### src/rtl/dbg_pkg.sv
// Shared definitions for the debug register-access path.
// Contents: command op encodings, master FSM state enum, default widths,
// and a helper that classifies a command as legal.
package dbg_pkg;

   localparam int unsigned DATA_W_DEF = 32;
   localparam int unsigned ADDR_W_DEF = 5;

   localparam logic [1:0] OP_READ  = 2'b01;
   localparam logic [1:0] OP_WRITE = 2'b10;

   typedef enum logic [2:0] {
      ST_IDLE   = 3'd0,
      ST_HALT   = 3'd1,
      ST_ACCESS = 3'd2,
      ST_VERIFY = 3'd3,
      ST_RESP   = 3'd4
   } dbg_state_e;

   // Reads are always legal; writes are legal except to the hardwired-zero register.
   function automatic logic cmd_is_legal(input logic [1:0] op, input logic addr_is_zero);
      return (op == OP_READ) || ((op == OP_WRITE) && !addr_is_zero);
   endfunction

endpackage

### src/rtl/dbg_halt_ctrl.sv
// Core halt handshake for the debug master.
// Ports:
//   clk, rst_n      clock, synchronous active-low reset
//   i_start         pulse: a legal command was accepted, raise halt request
//   i_in_halt       master is waiting for the core to halt
//   i_release       pulse: response handshake, drop halt request
//   i_halted        core reports halted
//   o_halt_req      registered halt request to the core
//   o_done_c        core halted while waiting (combinational)
//   o_timeout_c     wait budget exhausted without halt (combinational)
module dbg_halt_ctrl #(
   parameter int unsigned HALT_TIMEOUT = 255
) (
   input  logic clk,
   input  logic rst_n,
   input  logic i_start,
   input  logic i_in_halt,
   input  logic i_release,
   input  logic i_halted,
   output logic o_halt_req,
   output logic o_done_c,
   output logic o_timeout_c
);

   localparam int unsigned CNT_W = (HALT_TIMEOUT > 1) ? $clog2(HALT_TIMEOUT) : 1;
   localparam logic [CNT_W-1:0] CNT_LAST = CNT_W'(HALT_TIMEOUT - 1);

   logic [CNT_W-1:0] r_cnt;
   logic             r_halt_req;

   assign o_done_c    = i_in_halt && i_halted;
   assign o_timeout_c = i_in_halt && !i_halted && (r_cnt == CNT_LAST);
   assign o_halt_req  = r_halt_req;

   // Wait counter: runs only while waiting, restarts on every exit.
   always_ff @(posedge clk) begin
      if (!rst_n) begin
         r_cnt <= '0;
      end else if (i_in_halt && !o_done_c && !o_timeout_c) begin
         r_cnt <= r_cnt + CNT_W'(1);
      end else begin
         r_cnt <= '0;
      end
   end

   // Halt request held from accept through the response handshake.
   always_ff @(posedge clk) begin
      if (!rst_n) begin
         r_halt_req <= 1'b0;
      end else if (i_start) begin
         r_halt_req <= 1'b1;
      end else if (i_release) begin
         r_halt_req <= 1'b0;
      end
   end

endmodule

### src/rtl/jtag_reg_master.sv
// Debug-side initiator for the register file's JTAG access port.
// Accepts one read/write command at a time, halts the core, performs the
// access (writes are verified by readback) and returns data plus status.
// Ports:
//   cmd_*        command channel (valid/ready), op 01 = read, 10 = write
//   rsp_*        response channel (valid/ready), data and error flag
//   halt_req_o / halted_i   core halt handshake
//   core_wr_en_i            core write-back active; core owns the port that cycle
//   jtag_en_o / jtag_add_o / jtag_data_o / jtag_rdata_i   register-file debug port
module jtag_reg_master
   import dbg_pkg::*;
#(
   parameter int unsigned DATA_W       = DATA_W_DEF,
   parameter int unsigned ADDR_W       = ADDR_W_DEF,
   parameter int unsigned HALT_TIMEOUT = 255
) (
   input  logic              clk,
   input  logic              rst_n,
   input  logic              cmd_valid_i,
   output logic              cmd_ready_o,
   input  logic [1:0]        cmd_op_i,
   input  logic [ADDR_W-1:0] cmd_addr_i,
   input  logic [DATA_W-1:0] cmd_data_i,
   output logic              rsp_valid_o,
   input  logic              rsp_ready_i,
   output logic [DATA_W-1:0] rsp_data_o,
   output logic              rsp_err_o,
   output logic              halt_req_o,
   input  logic              halted_i,
   input  logic              core_wr_en_i,
   output logic              jtag_en_o,
   output logic [ADDR_W-1:0] jtag_add_o,
   output logic [DATA_W-1:0] jtag_data_o,
   input  logic [DATA_W-1:0] jtag_rdata_i
);

   dbg_state_e        r_state;
   logic [1:0]        r_op;
   logic [ADDR_W-1:0] r_addr;
   logic [DATA_W-1:0] r_wdata;
   logic              r_cmd_ready;
   logic              r_rsp_valid;
   logic [DATA_W-1:0] r_rsp_data;
   logic              r_rsp_err;
   logic [ADDR_W-1:0] r_jtag_add;
   logic [DATA_W-1:0] r_jtag_data;

   logic w_accept;
   logic w_legal;
   logic w_start;
   logic w_in_halt;
   logic w_rsp_hs;
   logic w_done;
   logic w_timeout;

   assign w_accept  = (r_state == ST_IDLE) && cmd_valid_i && r_cmd_ready;
   assign w_legal   = cmd_is_legal(cmd_op_i, cmd_addr_i == '0);
   assign w_start   = w_accept && w_legal;
   assign w_in_halt = (r_state == ST_HALT);
   assign w_rsp_hs  = (r_state == ST_RESP) && rsp_ready_i;

   dbg_halt_ctrl #(
      .HALT_TIMEOUT (HALT_TIMEOUT)
   ) u_halt_ctrl (
      .clk         (clk),
      .rst_n       (rst_n),
      .i_start     (w_start),
      .i_in_halt   (w_in_halt),
      .i_release   (w_rsp_hs),
      .i_halted    (halted_i),
      .o_halt_req  (halt_req_o),
      .o_done_c    (w_done),
      .o_timeout_c (w_timeout)
   );

   assign cmd_ready_o = r_cmd_ready;
   assign rsp_valid_o = r_rsp_valid;
   assign rsp_data_o  = r_rsp_data;
   assign rsp_err_o   = r_rsp_err;
   assign jtag_add_o  = r_jtag_add;
   assign jtag_data_o = r_jtag_data;

   // Write strobe is qualified in the same cycle by core_wr_en_i so the core
   // always wins the shared write port; a blocked cycle simply retries.
   assign jtag_en_o = (r_state == ST_ACCESS) && (r_op == OP_WRITE) && !core_wr_en_i;

   // Command FSM and datapath.
   always_ff @(posedge clk) begin
      if (!rst_n) begin
         r_state     <= ST_IDLE;
         r_op        <= 2'b00;
         r_addr      <= '0;
         r_wdata     <= '0;
         r_cmd_ready <= 1'b1;
         r_rsp_valid <= 1'b0;
         r_rsp_data  <= '0;
         r_rsp_err   <= 1'b0;
         r_jtag_add  <= '0;
         r_jtag_data <= '0;
      end else begin
         case (r_state)
            ST_IDLE: begin
               if (w_accept) begin
                  r_op        <= cmd_op_i;
                  r_addr      <= cmd_addr_i;
                  r_wdata     <= cmd_data_i;
                  r_cmd_ready <= 1'b0;
                  if (w_legal) begin
                     r_state <= ST_HALT;
                  end else begin
                     // Rejected without touching the core.
                     r_rsp_valid <= 1'b1;
                     r_rsp_data  <= '0;
                     r_rsp_err   <= 1'b1;
                     r_state     <= ST_RESP;
                  end
               end
            end

            ST_HALT: begin
               if (w_done) begin
                  r_jtag_add <= r_addr;
                  if (r_op == OP_WRITE) begin
                     r_jtag_data <= r_wdata;
                  end
                  r_state <= ST_ACCESS;
               end else if (w_timeout) begin
                  r_rsp_valid <= 1'b1;
                  r_rsp_data  <= '0;
                  r_rsp_err   <= 1'b1;
                  r_state     <= ST_RESP;
               end
            end

            ST_ACCESS: begin
               if (r_op == OP_WRITE) begin
                  if (!core_wr_en_i) begin
                     r_state <= ST_VERIFY;
                  end
               end else begin
                  r_rsp_valid <= 1'b1;
                  r_rsp_data  <= jtag_rdata_i;
                  r_rsp_err   <= 1'b0;
                  r_state     <= ST_RESP;
               end
            end

            ST_VERIFY: begin
               // Readback after the write landed; any difference is reported.
               r_rsp_valid <= 1'b1;
               r_rsp_data  <= jtag_rdata_i;
               r_rsp_err   <= (jtag_rdata_i != r_wdata);
               r_state     <= ST_RESP;
            end

            ST_RESP: begin
               if (rsp_ready_i) begin
                  r_rsp_valid <= 1'b0;
                  r_cmd_ready <= 1'b1;
                  r_state     <= ST_IDLE;
               end
            end

            default: begin
               r_rsp_valid <= 1'b0;
               r_cmd_ready <= 1'b1;
               r_state     <= ST_IDLE;
            end
         endcase
      end
   end

endmodule

### config.mk
export PLATFORM = sky130hd
export DESIGN_NAME = jtag_reg_master
export DESIGN_NICKNAME = d
export VERILOG_FILES = /design/src/rtl/dbg_pkg.sv /design/src/rtl/dbg_halt_ctrl.sv /design/src/rtl/jtag_reg_master.sv
export SDC_FILE = /design/constraint.sdc
export NUM_CORES = 1
export LEC_CHECK = 0
export BUFFER_PORTS_ARGS = -buffer_cell sky130_fd_sc_hd__buf_2
export CAP_MARGIN = 15
export CELL_PAD_IN_SITES_DETAIL_PLACEMENT = 1
export CELL_PAD_IN_SITES_GLOBAL_PLACEMENT = 1
export CORE_MARGIN = 10
export CORE_UTILIZATION = 41
export DETAILED_ROUTE_END_ITERATION = 7
export PLACE_DENSITY_LB_ADDON = 0.25
export SYNTH_ARGS = -nofsm -noshare
export SYNTH_HDL_FRONTEND = slang
export SYNTH_SLANG_ARGS = --single-unit
### constraint.sdc
create_clock -name clk -period 4.96 [get_ports clk]
set_clock_uncertainty 0.1 [all_clocks]
set_input_delay 0.496 -clock clk [delete_from_list [all_inputs] [get_ports clk]]
set_output_delay 0.496 -clock clk [all_outputs]
set_load 0.005 [all_outputs]
* Word level (Yosys, flattened, before mapping)
Cells that the tools add are included.
Word-level totals: input bits 77, register bits 123, output and inout port bits 74, word-level logic and storage cells 90
Cells by class: bitwise operators 1, mux-type cells 28, equality and inequality tests 17, add/sub/neg operators 1, reductions and logical operators 31
Operator list (count):
- $mux 32 | 5
- $pmux 32 s4 | 1
- $ne 32x32->1 | 1
- $mux 3 | 7
- $pmux 3 s5 | 1
- $logic_and 1x1->1 | 12
- $ne 2x2->1 const B | 6
- $reduce_and 6->1 | 2
- $mux 1 | 11
- $add 8x1->8 const B | 1
- $eq 8x8->1 const B | 1
- $eq 3x2->1 const B | 2
- $ne 3x3->1 const B | 2
- $reduce_and 2->1 | 3
- $reduce_and 3->1 | 2
- $logic_not 1->1 | 5
- $logic_not 5->1 | 1
- $pmux 1 s5 | 1
- $eq 2x2->1 const B | 2
- $pmux 1 s4 | 1
- $reduce_and 4->1 | 1
- $reduce_bool 4->1 | 1
- $eq 3x1->1 const B | 1
- $eq 3x3->1 const B | 1
- other kinds (7) | 7

* Logic depth before layout (Yosys ltp)
Gate-level depths: netlist (run 1).
depth after elaboration 7, depth in mapped cells 7

* Modules after synthesis
A second synthesis (run 1) with hierarchy kept.
Unflattened totals: cell total of the unflattened synthesis 629, area total of the unflattened synthesis 5212.5 µm²
By module, submodules not included:
- jtag_reg_master | cells an instance 579, times used 1, area an instance 4782.1 µm²
- dbg_halt_ctrl | cells an instance 50, times used 1, area an instance 430.4 µm²

* Worst setup path before layout (run 1)
Ideal clock, no wire load.
path kind input to register, start input cmd_addr_i[0], end register r_rsp_err (netlist: rsp_err_o), setup slack 3.110 ns, stages on the path 5, arrival 1.675 ns, data required time 4.785 ns, cells stage by stage nor3_1 nand3b_1 a211o_1 or3_1 o22ai_1
On the way: longest elaborated chain between the ends 6
RTL lines:
- start, declared | RTL line jtag_reg_master.sv:22 | input logic [ADDR_W-1:0] cmd_addr_i,
- $logic_not 5->1 | RTL line jtag_reg_master.sv:57 | assign w_legal = cmd_is_legal(cmd_op_i, cmd_addr_i == '0);
- $logic_not 1->1 | RTL line dbg_pkg.sv:22 | return (op == OP_READ) || ((op == OP_WRITE) && !addr_is_zero);
- $logic_and 1x1->1 | RTL line dbg_pkg.sv:22
- $logic_or 1x1->1 | RTL line dbg_pkg.sv:22
- $ne 2x2->1 (no line)
- $reduce_and 6->1 (no line)
- end signal, assigned | RTL line jtag_reg_master.sv:152 | r_rsp_err <= (jtag_rdata_i != r_wdata);
- end, declared | RTL line jtag_reg_master.sv:44 | logic r_rsp_err;
Every way passes these cells. A chain may end at the register's enable or synchronous reset.

* Worst setup path in the final report (run 1)
start register r_state[1], end output jtag_en_o
On the way: longest elaborated chain between the ends 3
RTL lines:
- start, declared | RTL line jtag_reg_master.sv:37 | dbg_state_e r_state;
- start signal, assigned | RTL line jtag_reg_master.sv:90 | r_state <= ST_IDLE;
- start signal, assigned | RTL line jtag_reg_master.sv:109 | r_state <= ST_HALT;
- start signal, assigned | RTL line jtag_reg_master.sv:115 | r_state <= ST_RESP;
- $eq 3x2->1 | RTL line jtag_reg_master.sv:85 | assign jtag_en_o = (r_state == ST_ACCESS) && (r_op == OP_WRITE) && !core_wr_en_i;
- $logic_and 1x1->1 (2 in a row) | RTL line jtag_reg_master.sv:85
- end, declared | RTL line jtag_reg_master.sv:31 | output logic jtag_en_o,
Every way passes these cells.

==> impl.org, run 1 <==
** Outcome
- Status :: complete, no violations

** Global route
- Aggregate global routing overflow :: 0
- Vias in the first global route :: 5,239
- Pin count of the biggest net entering global routing :: 84
- Antenna violations before repair :: 1
- Global-route wire length before repair :: 28,200 µm
- Total routing usage reported by global routing :: 19.9%

** Worst setup path
- Worst reg2reg path depth :: 4
- The worst register-to-register path ends at rsp_data_o[6]$_SDFFE_PN0P_.
- STA classifies the critical path endpoint as a primary output.
- STA puts the critical path data arrival time at 2.32 ns.
- Family of cells with the greatest summed delay on the critical path :: flip-flops
- Crit-path slowest cell :: dfxtp_1
- Critical Path Max Stage Delay :: 0.71 ns
- STA classifies the critical path startpoint as a flip-flop.
- Together, buffers and inverters on the worst path number 2.
- Walking the worst path, the cells encountered are buf_4 > nand2b_1 > nor4_1 > buf_2.
- In this run the worst setup path begins at r_state[1]$_SDFFE_PN0P_.
- Critical-path maximum fanout :: 26
- Source of the worst register-to-register timing path :: r_state[1]$_SDFFE_PN0P_
- Setup slack of the worst register-to-register path :: 2.24 ns
- At the worst endpoint, the required time is 4.36 ns.
- Crit Path Class :: reg2out

** Detailed routing
- Detailed-route wire length per cell :: 19.7 µm
- Dividing the detail-routed via count by the number of cells gives 5.25.
- Number of remaining DRC errors :: 0
- Number of search-and-repair iterations in the first detailed-routing pass :: 4
- Number of vias after detailed routing :: 4,839
- For this block, the initial DRC count from the detailed router was 304.
- Routed Wire Length :: 18,100 µm
- Post-detailed-route count of antenna-violating nets :: 0

** Clock tree
- Clk pin slew, worst setup/hold paths :: 0.05 ns
- Post_cts resized :: 0
- TritonCTS clock tree :: built
- Clock root cell :: clkbuf_16
- # clock sinks :: 123
- Post-CTS Hold Fix Bufs :: 0
- Deepest clock path buffer count :: 2
- The clock reaches the later pin of the worst-skew pair after 0.41 ns.
- Number of CTS-inserted buffers :: 17
- Number of H-tree branching levels :: 4
- Post-CTS timing repair inserted 0 buffers for setup.

** Place
- Routability-driven placement finished with a final weighted congestion of 0.818.
- Cell count after placement :: 892
- During placement, the flow inserted port buffers numbering 150.
- Post-detailed-placement half-perimeter wirelength :: 13,500 µm

** Cells and area
- For this run, the share of the core covered by cells in the final layout is 53.0%.
- Share of cells above drive strength 1 :: 25.4%
- Area growth from synthesis to layout :: 25.8%
- Net total in the final layout :: 819
- Once layout is complete, the cells apart from fillers number 922.

** STA
- The final critical path takes up 58.8% of the cycle.
- The worst pin sits at a relative slew slack of 29.1%.
- Final-report hold violation count :: 0
- Static timing analysis puts the maximum clock frequency at 343 MHz.
- Slew Viols, Final :: 0
- In the final timing run, aggregate negative setup slack is 0 ns.
- Setup violations remaining at the end of the flow were counted as 0.
- At the pin with the least slew margin, the transition time is 1.06 ns.
- Unrepaired setup endpoints after global routing :: no
- Minimum clock period after layout :: 2.92 ns

** Floorplanning
- Initial core utilization :: 42.1%
- The die is 134 µm wide.
- In this run the count of I/O pins placed on the die edge is 151.
- Row Count :: 41
- Die outline height :: 134 µm
- The region available for standard cell placement spans 12,700 µm².
- The floorplan step defined a die boundary enclosing 18,000 µm².

** Pwr
- Worst vdd rail ir drop :: 222 µV
- PwrDens :: 390 nW/µm²
- P_leak :: 2.75 nW

** Yosys
- After synthesis, the largest area contributor takes up 46.1% of total cell area.
- Count of mapped cells out of synthesis :: 608
- Summing the sequential cell areas from Yosys gives 46.1% of the chip area.
- For this run, the leading register cell type out of synthesis is dfxtp_1.
- The Yosys step of the flow raised 0 warnings.
- The largest total area in the synthesized netlist belongs to dfxtp_1.
- Count of cell types in the netlist :: 40
- The synthesized design contains 0 enable-type register cells.
- Post-synthesis net count :: 687
- Proportion of register bits with asynchronous set or reset after synthesis :: 0%
- After synthesis, the cell types taking the most area are dfxtp_1 46%, nand2_1 10%, a21boi_0 9.6%.
- Mapped Area :: 5340 µm²
- After synthesis the netlist holds a flip-flop and latch count of 123.
- Averaged over all synthesized cells, the footprint is 8.78 µm².

** Min path
- The worst hold path begins at cmd_data_i[5].
- Hold path depth :: 3
- Hold Crit Class :: in2reg
- The worst hold path terminates at r_wdata[5]$_SDFFE_PN0P_.

** Run
- MaxCap Viol Count :: 0
-- how the worst max path moves through the flow --
| stage | cells after the start | slack, ns | end |
|---|---|---|---|
| after detailed placement | 6 | 2.15 | rsp_data_o[2]$_SDFFE_PN0P_ |
| after floorplan | 5 | 3.11 | rsp_err_o$_SDFFE_PN0P_ |
| after global placement | 6 | 2.24 | r_state[2]$_SDFFE_PN0P_ |
| after CTS | 4 | 2.04 | jtag_en_o |
| after global routing | 4 | 1.91 | jtag_en_o |
| final | 4 | 2.04 | jtag_en_o |
-- state kept, by name, summed over array words and instances, names as in the netlist --
signal	count
rsp_valid_o	1
jtag_data_o	32
r_state	3
jtag_add_o	5
rsp_err_o	1
rsp_data_o	32
r_wdata	32
r_op	2
u_halt_ctrl.o_halt_req	1
u_halt_ctrl.r_cnt	8
cmd_ready_o	1
r_addr	5
-- tightest hold or removal path, delay by kind of cell --
| kind | cells | cell delay (ns) |
|---|---|---|
| AO/OA/AOI/OAI | 1 | 0.06 |
| buffers and inverters | 1 | 0.10 |
| AND/OR/NAND/NOR | 1 | 0.04 |
-- cell families after synthesis --
family,Yosys count,share of synthesized area (%)
muxes,5,0.937
adders and majority gates,2,0.469
DFF,123,46.1
AOI/OAI and AO/OA,152,19.8
xor gates and xnor gates,39,6.40
buffers and inverters,48,4.26
and+or+nand+nor,239,22.1
-- metal layers --
metal | routed length, µm | part of all wire [%] | track usage [%]
met1 | 7810 | 43 | 23.6
met2 | 8590 | 47 | 32.0
met3 | 1500 | 8.2 | 8.07
met4 | 260 | 1.4 | 6.71
met5 | 0 | 0 | 0
-- stage by stage --
stage               hold slack, ns  worst slack, ns  total power [mW]  instance area [µm²]
CTS                          0.230             2.04              2.64                 6690
finish                       0.229             2.04              2.62                 6720
global route                 0.233             1.91              2.73                 6720
floorplan                    0.343             3.11              1.37                 5340
detailed placement           0.351             2.15              1.52                 6170
global placement             0.343             2.24              1.50                 6170
-- final cells by class --
type | instances | area (µm²)
fillers | 1522 | 5950
multi-input cells | 437 | 2670
flip-flops and latches | 123 | 2460
repair buffers | 160 | 838
clock buffers | 25 | 485
well taps | 172 | 215
clock inverters | 3 | 40.0
inverters | 1 | 3.75
diodes | 1 | 2.50
-- layout by cell type, fill, tap and decap left out, types with 9 or more instances in the layout --
cell type  instances
xor2_1            33
a21boi_0          68
o21ai_0           36
dfxtp_1          123
nand2_1          149
clkbuf_16         17
buf_2            150
buf_4              9
nor2_1            13
nand4b_1          32
a21boi_1          36
-- power by group --
group / internal (mW) / total (mW) / switching [mW]
Sequential: 1.04 / 1.10 / 0.0542
Clock: 0.714 / 1.12 / 0.405
Combinational: 0.142 / 0.404 / 0.262
Total: 1.90 / 2.62 / 0.721
-- synth_stat cells, types with 2 or more instances --
cell type,n
nand4b_1,32
a21o_1,2
buf_6,3
ha_1,2
clkbuf_4,3
clkbuf_2,2
dfxtp_1,123
a21oi_1,4
o21ai_0,36
nor3_1,4
or3_1,3
nand3_1,5
nand4_1,3
o21a_1,2
buf_2,9
nor2_1,13
clkbuf_1,30
nor4_1,9
a21boi_0,68
nor2b_1,7
xnor2_1,6
mux2i_1,5
xor2_1,33
nand2_1,149
nand3b_1,2
a21boi_1,36
nand2b_1,4
Power figures use the tool's default switching activity.
==> run 2, diff against run 1 <==
ABC_AREA = 1   (was unset)
CORE_UTILIZATION = 33   (was 41)
clock period = 2.43 ns   (was 4.96 ns; I/O delays follow)
==> run 2 against run 1 <==
- cell count is 24% higher
- global-route usage is 3.2 points lower
- total power grew to 2.9 times the previous value
- register-to-register slack worse by 1.7 ns
- clock power is 150% higher
- die area is 19% higher
- critical path type is now reg2reg
- largest cell class is now sequential cells
- largest power group unchanged
==> impl.org, run 2 <==
** Outcome
- The run finished with clean final reports.

** Clock tree
- Post-CTS Hold Fix Bufs :: 38
- The clock reaches the later pin of the worst-skew pair after 0.42 ns.
- After clock tree synthesis, the clock-pin slew on the worst setup and hold paths is 0.06 ns.
- TritonCTS clock tree :: built
- Setup Fix Bufs, Post-CTS :: 0
- The longest clock path from root to sink contains 2 buffers.
- Post_cts resized :: 0
- Clock tree synthesis found a total of 123 sinks.
- Number of CTS-inserted buffers :: 17
- Number of H-tree branching levels :: 4
- The tree is rooted in a clkbuf_16.

** Worst setup path
- Required time of the worst setup path :: 2.63 ns
- Setup slack of the worst register-to-register path :: 0.51 ns
- The worst setup path is launched from a flip-flop.
- The critical path in this run is classified as reg2reg.
- STA classifies the critical path endpoint as a flip-flop.
- The worst register-to-register path has a depth of 6.
- Crit Reg-Reg Endpoint :: r_addr[4]$_SDFFE_PN0P_
- Data arrives at the worst endpoint at 2.12 ns.
- Of all nets on the critical path, the largest fanout is 36.
- Critical Path Source :: r_state[2]$_SDFFE_PN0P_
- The worst register-to-register path begins at r_state[2]$_SDFFE_PN0P_.

** Cells and area
- Layout fillers :: 2,001
- Layout Cell Area excl Fill :: 7250 µm²
- Commonest non-fill, non-tap cell in the layout :: nand2_1
- After the last flow step, the layout net total stands at 995.
- From synthesis to final layout, the design area changed by 38.0%.
- 0 antenna diodes ended up in the layout.
- In the final layout, the share of cells above drive strength 1 is 23.8%.
- Final cell count without fillers :: 1,145
- Leaving out fill and tap cells, the most frequent cells in the layout are 181 x nand2_1, 149 x buf_2, 123 x dfxtp_1.

** Yosys
- Counting every net in the synthesized netlist gives 814.
- Number of warnings reported in the yosys synthesis log :: 0
- Proportion of register bits with asynchronous set or reset after synthesis :: 0%
- A synthesized cell averages 7.15 µm².
- Leading cell type by number of instances after synthesis :: nand2_1
- Post-synthesis cell type with the largest combined area :: dfxtp_1
- Sequential element share of the synthesized area :: 46.9%
- Top cells by area in the synthesized netlist :: dfxtp_1 47%, nand2_1 13%, a21oi_1 9.1%
- In this run, synthesis produced a sequential element count of 123.
- Mapped Area :: 5250 µm²
- Counting flops with a built-in enable in the synthesized netlist gives 0.
- Count of mapped cells out of synthesis :: 735
- The number of different library cells used by synthesis comes to 32.
- Area share of the largest cell type after synthesis :: 46.9%
- The most used flip-flop cell after synthesis is dfxtp_1.
- By count the netlist is led by 181 x nand2_1, 123 x dfxtp_1, 103 x inv_1.

** Detailed routing
- Detailed-route wire length per cell :: 15.5 µm
- Routed Wire Length :: 17,700 µm
- The detail route stage leaves a number of antenna-violating nets equal to 0.
- In the routed layout, each cell is associated on average with a via count of 4.53.
- Number of remaining DRC errors :: 0
- The routed layout has 5,189 vias.
- After the first detailed-routing iteration, the DRC count stood at 178.
- The first detailed-routing pass ran for 4 iterations.

** Global route
- Global-route wire length before repair :: 28,800 µm
- For this run the aggregate overflow at the end of global routing stands at 0.
- Entering global routing, the biggest net connects 53 pins.
- The number of global-route vias before repair came to 5,411.
- The number of antenna violations at the first check in global routing was 0.
- Total routing usage reported by global routing :: 16.7%

** Pwr
- The internal power of the cells totals 5.13 mW.
- Switching fraction of total power :: 33.2%
- VDD sags by at most 507 µV.
- Summed over all nets, the switching power comes to 2.55 mW.
- Dividing total power by cell area gives a power density of 1060 nW/µm².
- Total power for the finished layout comes to 7.68 mW.
- In this run, the clock network consumes 36.0% of the power.
- P_leak :: 3.52 nW
- Of the total power, combinational logic draws 29.1%.
- Sequential cells burn 34.9% of the power.

** Floorplanning
- Initial core utilization :: 33.3%
- In this run the standard cell core region covers 15,800 µm².
- After floorplanning, the core was divided into 46 placement rows.
- The die covers 21,400 µm².
- Measured along the y axis, the die boundary spans 146 µm.
- I/O Pins :: 151
- Die W :: 146 µm

** Min path
- Hold path depth :: 3
- Hold Crit Class :: in2reg
- HP Start :: jtag_rdata_i[13]
- For hold timing, the worst endpoint is rsp_data_o[13]$_SDFFE_PN0P_.

** STA
- Final cycle utilization of the critical path :: 79.1%
- Setup repair after global routing left no endpoint under its margin.
- Minimum clock period after layout :: 1.92 ns
- Adding up every negative setup slack in the final design gives 0 ns.
- Final-report hold violation count :: 0
- The worst pin sits at a relative slew slack of 61.9%.
- At the pin with the least slew margin, the transition time is 0.572 ns.
- Setup violations remaining at the end of the flow were counted as 0.
- Timing would allow up to 520 MHz.
- Slew Viols, Final :: 0

** Place
- Total of buffers placed on input and output ports :: 150
- Cell area after placement :: 6210 µm²
- The HPWL after detailed placement is 12,600 µm.
- Final estimated routing congestion in global placement :: 0.749
- Including well taps, the total number of placed cells is 1,074.

** Run
- Max-cap violations in this run came to 0.
run 2: cell count changes after synthesis, moves of 36 or more:
| cell | change |
|---|---|
| a21boi_0 | -68 |
| a21boi_1 | -36 |
| nor2_1 | +49 |
| a21oi_1 | +92 |
| inv_1 | +102 |
run 2: through the flow:
stage | worst slack, ns | hold slack [ns] | utilization (%)
floorplan | 0.821 | 0.270 | -
global placement | 0.556 | 0.342 | 39.4
detailed placement | 0.501 | 0.346 | 39.4
CTS | 0.483 | 0.00186 | 45.9
global route | 0.307 | 0.0150 | 46.0
finish | 0.508 | 0.0122 | 46.0
run 2: metal layers:
metal / up-vias / share of wire, % / track usage, %
met3: 19 / 4.5 / 4.91
met4: 0 / 1.2 / 4.50
li1: 2669 / - / -
met5: - / 0 / 0
met1: 2401 / 45 / 19.5
met2: 100 / 50 / 29.1
run 2: cells by family (layout without fill, tap and decap cells):
| family | after synthesis | count (layout) | synth area share (%) |
|---|---|---|---|
| flops | 123 | 123 | 46.9 |
| fa+ha+maj | 2 | 2 | 0.476 |
| simple gates | 269 | 269 | 20.6 |
| compound gates | 188 | 188 | 19.4 |
| xor+xnor | 11 | 11 | 1.83 |
| buf+inv | 142 | 336 | 10.8 |
run 2: worst max-delay path, stage by stage (launching register included):
cell      delay (ns)
dfxtp_1         0.45
nor3_1          0.14
nand3_2         0.08
buf_4           0.35
clkinv_1        0.34
o21ai_0         0.28
a21oi_1         0.06
run 2: final cells by class:
class / count / area [µm²] / area share (%)
clock buffers: 21 / 480 / 6.63
well taps: 216 / 270 / 3.73
clock inverters: 11 / 165 / 2.28
flip-flops and latches: 123 / 2460 / 34.0
inverters: 107 / 402 / 5.54
repair buffers: 197 / 1230 / 17.0
multi-input cells: 470 / 2240 / 30.9
run 2: power by group through the flow:
stage	Sequential (mW)	Combinational [mW]	Clock, mW
global route	2.73	2.59	2.92
CTS	2.69	2.29	2.82
detailed placement	2.73	2.22	0
finish	2.68	2.23	2.76
global placement	2.72	2.17	0
floorplan	2.72	1.43	0
run 2: worst max-delay path by stage:
stage,endpoint,cells after the start
after detailed placement,rsp_data_o[3]$_SDFFE_PN0P_,10
after CTS,rsp_data_o[14]$_SDFFE_PN0P_,10
after floorplan,rsp_data_o[12]$_SDFFE_PN0P_,10
after global placement,rsp_data_o[10]$_SDFFE_PN0P_,9
after global routing,rsp_data_o[8]$_SDFFE_PN0P_,9
final,r_addr[4]$_SDFFE_PN0P_,6
==> run 3, diff against run 2 <==
clock period = 1.6 ns   (was 2.43 ns; I/O delays follow)
==> run 3 against run 2 <==
- the run now ends with negative setup slack left
- global-route usage is 0.56 points higher
- utilization is 6.1 points higher
- count of clock-buffer cells in the layout stayed put
- register-to-register slack worse by 0.60 ns
- die area stayed put
- sequential cell count stayed put
- routed wire length is 10% higher
- design area is 13% higher
- largest cell class unchanged
==> impl.org, run 3 (synthesized netlist as in run 2, its figures left out) <==
** Detailed routing
- For this run, the detailed router's first-pass iteration total came to 4.
- In the final routed layout, each cell accounts on average for 16.0 µm.
- In this run, the number of DRC markers left after iteration 0 of detailed routing was 245.
- Via-per-instance ratio :: 4.58
- Number of vias after detailed routing :: 5,592
- In the routed design, unresolved DRC markers number 0.
- In this run the remaining antenna-violating nets after routing total 0.
- After detailed routing, the total wire length is 19,500 µm.

** Worst setup path
- Category of the worst setup path launch point :: flip-flop
- Crit. End Element :: flip-flop
- STA puts the critical path data arrival time at 1.94 ns.
- The setup path with the least slack is of type reg2reg.
- Of all nets on the critical path, the largest fanout is 6.
- Data on the critical path is required at its endpoint by 1.85 ns.

** Cells and area
- Final cell count without fillers :: 1,222
- In the final layout, the share of cells above drive strength 1 is 29.8%.
- Layout Cell Area excl Fill :: 8220 µm²
- The library cell used most frequently in the layout, excluding fill and tap cells, is nand2_1.
- From synthesis to final layout, the design area changed by 56.4%.
- For this run, the post-layout net count is 1,073.
- In the layout the commonest cells are 176 x nand2_1, 149 x buf_2, 119 x dfxtp_1.

** Outcome
- The final reports fail on negative setup slack.
- The run finished, with violations left.

** STA
- Final worst slack :: -0.0926 ns
- Setup violations remaining at the end of the flow were counted as 54.
- At the pin with the least slew margin, the transition time is 0.590 ns.
- Minimum clock period after layout :: 1.69 ns
- Maximum achievable frequency :: 591 MHz
- Slew Viols, Final :: 0
- Final-report hold violation count :: 0
- The final critical path takes up 106% of the cycle.
- Across all hold checks on the routed design, the worst slack comes to 0.0448 ns.
- Setup repair after global routing could not meet its margin everywhere.
- Measured against its own limit, the worst slew margin works out to 60.7%.

** Floorplanning
- Initial core utilization :: 33.3%
- I/O Pins :: 151
- Die W :: 146 µm
- Die outline height :: 146 µm
- Total core area :: 15,800 µm²
- The die covers 21,400 µm².
- After floorplanning, the core was divided into 46 placement rows.

** Place
- After legalization and detailed placement, the total HPWL measured 13,000 µm.
- Cell area after placement :: 6510 µm²
- Routability-driven placement finished with a final weighted congestion of 0.749.
- Worst slack at placement :: -0.0864 ns
- Cell count after placement :: 1,105
- Total of buffers placed on input and output ports :: 150

** Clock tree
- Clk pin slew, worst setup/hold paths :: 0.05 ns
- Deepest clock path buffer count :: 2
- In this run the clock root is driven by a clkbuf_16.
- TritonCTS clock tree :: built
- Clock tree synthesis inserted a total of 17 buffers.
- The clock tree synthesis step divided the H-tree into 4 levels.
- # clock sinks :: 123
- The clock reaches the later pin of the worst-skew pair after 0.42 ns.

** Min path
- Hold Crit Class :: in2reg

** Global route
- The first global-routing pass estimated 29,700 µm of wire.
- Total routing usage reported by global routing :: 17.3%
- Aggregate global routing overflow :: 0
- Antenna violations before repair :: 1
- The number of global-route vias before repair was 5,766.
- Pin count of the biggest net entering global routing :: 53

** Pwr
- For this design the ratio of total power to cell area is 1480 nW/µm².
- The analysis attributes to cell leakage a power of 3.94 nW.
- Final Total Pwr :: 12.1 mW
- IR analysis of the VDD net gives a maximum drop of 951 µV.

** Run
- Max-cap violations in this run came to 0.
## run 3: worst paths after layout
kind / start / end / slack [ns] / cells past startpoint
min: cmd_addr_i[0] / r_addr[0]$_SDFFE_PN0P_ / 0.04 / 4
max: r_state[0]$_SDFFE_PN0P_ / jtag_data_o[6]$_SDFFE_PN0P_ / -0.09 / 8
min reg2reg: jtag_add_o[4]$_SDFFE_PN0N_ / jtag_add_o[4]$_SDFFE_PN0N_ / 0.36 / 2
max reg2reg: r_state[0]$_SDFFE_PN0P_ / jtag_data_o[6]$_SDFFE_PN0P_ / -0.09 / 8
## run 3: repair_timing
item / CTS / global route
endpoints found under the setup margin: 61 / 111
gates cloned: 0 / 4
pin swaps: 0 / 14
gates resized for setup: 13 / 87
endpoints found under the hold margin: 73 / 0
buffers inserted: 1 / 11
hold buffers: 71 / 0
## run 3: worst max-delay path, stage by stage (launching register included)
cell	delay, ns
dfxtp_4	0.38
inv_4	0.06
nor3_4	0.20
nand2_2	0.12
nor2_4	0.28
buf_6	0.16
clkbuf_16	0.13
o21ai_0	0.07
a21oi_1	0.12
## run 3: power breakdown
part | total, mW | switching [mW] | internal (mW)
Sequential | 4.10 | 0.359 | 3.74
Combinational | 4.03 | 2.31 | 1.71
Clock | 4.03 | 1.37 | 2.65
## run 3: final cells by class
cell class / count / area, µm²
fill: 1970 / 7550
sequential: 123 / 2470
multi-input combinational: 470 / 2400
timing repair buffer: 275 / 2050
clock buffer: 21 / 460
inverter: 107 / 408
tap: 216 / 270
clock inverter: 9 / 145
antenna: 1 / 2.50
## run 3: layer usage
metal	part of all wire [%]	GRT usage (%)	up-vias	wire, µm
li1	-	-	2830	-
met2	51	30.2	106	9910
met1	43	19.7	2627	8440
met3	4.0	4.94	29	785
met4	2.0	5.81	0	393
met5	0	0	-	0
## run 3: stage by stage
stage,setup TNS (ns),utilization (%)
after floorplan,0,-
after global placement,-2.49,41.3
after detailed placement,-2.70,41.3
after CTS,-0.712,50.0
after global routing,-8.18,52.1
final,-2.30,52.1
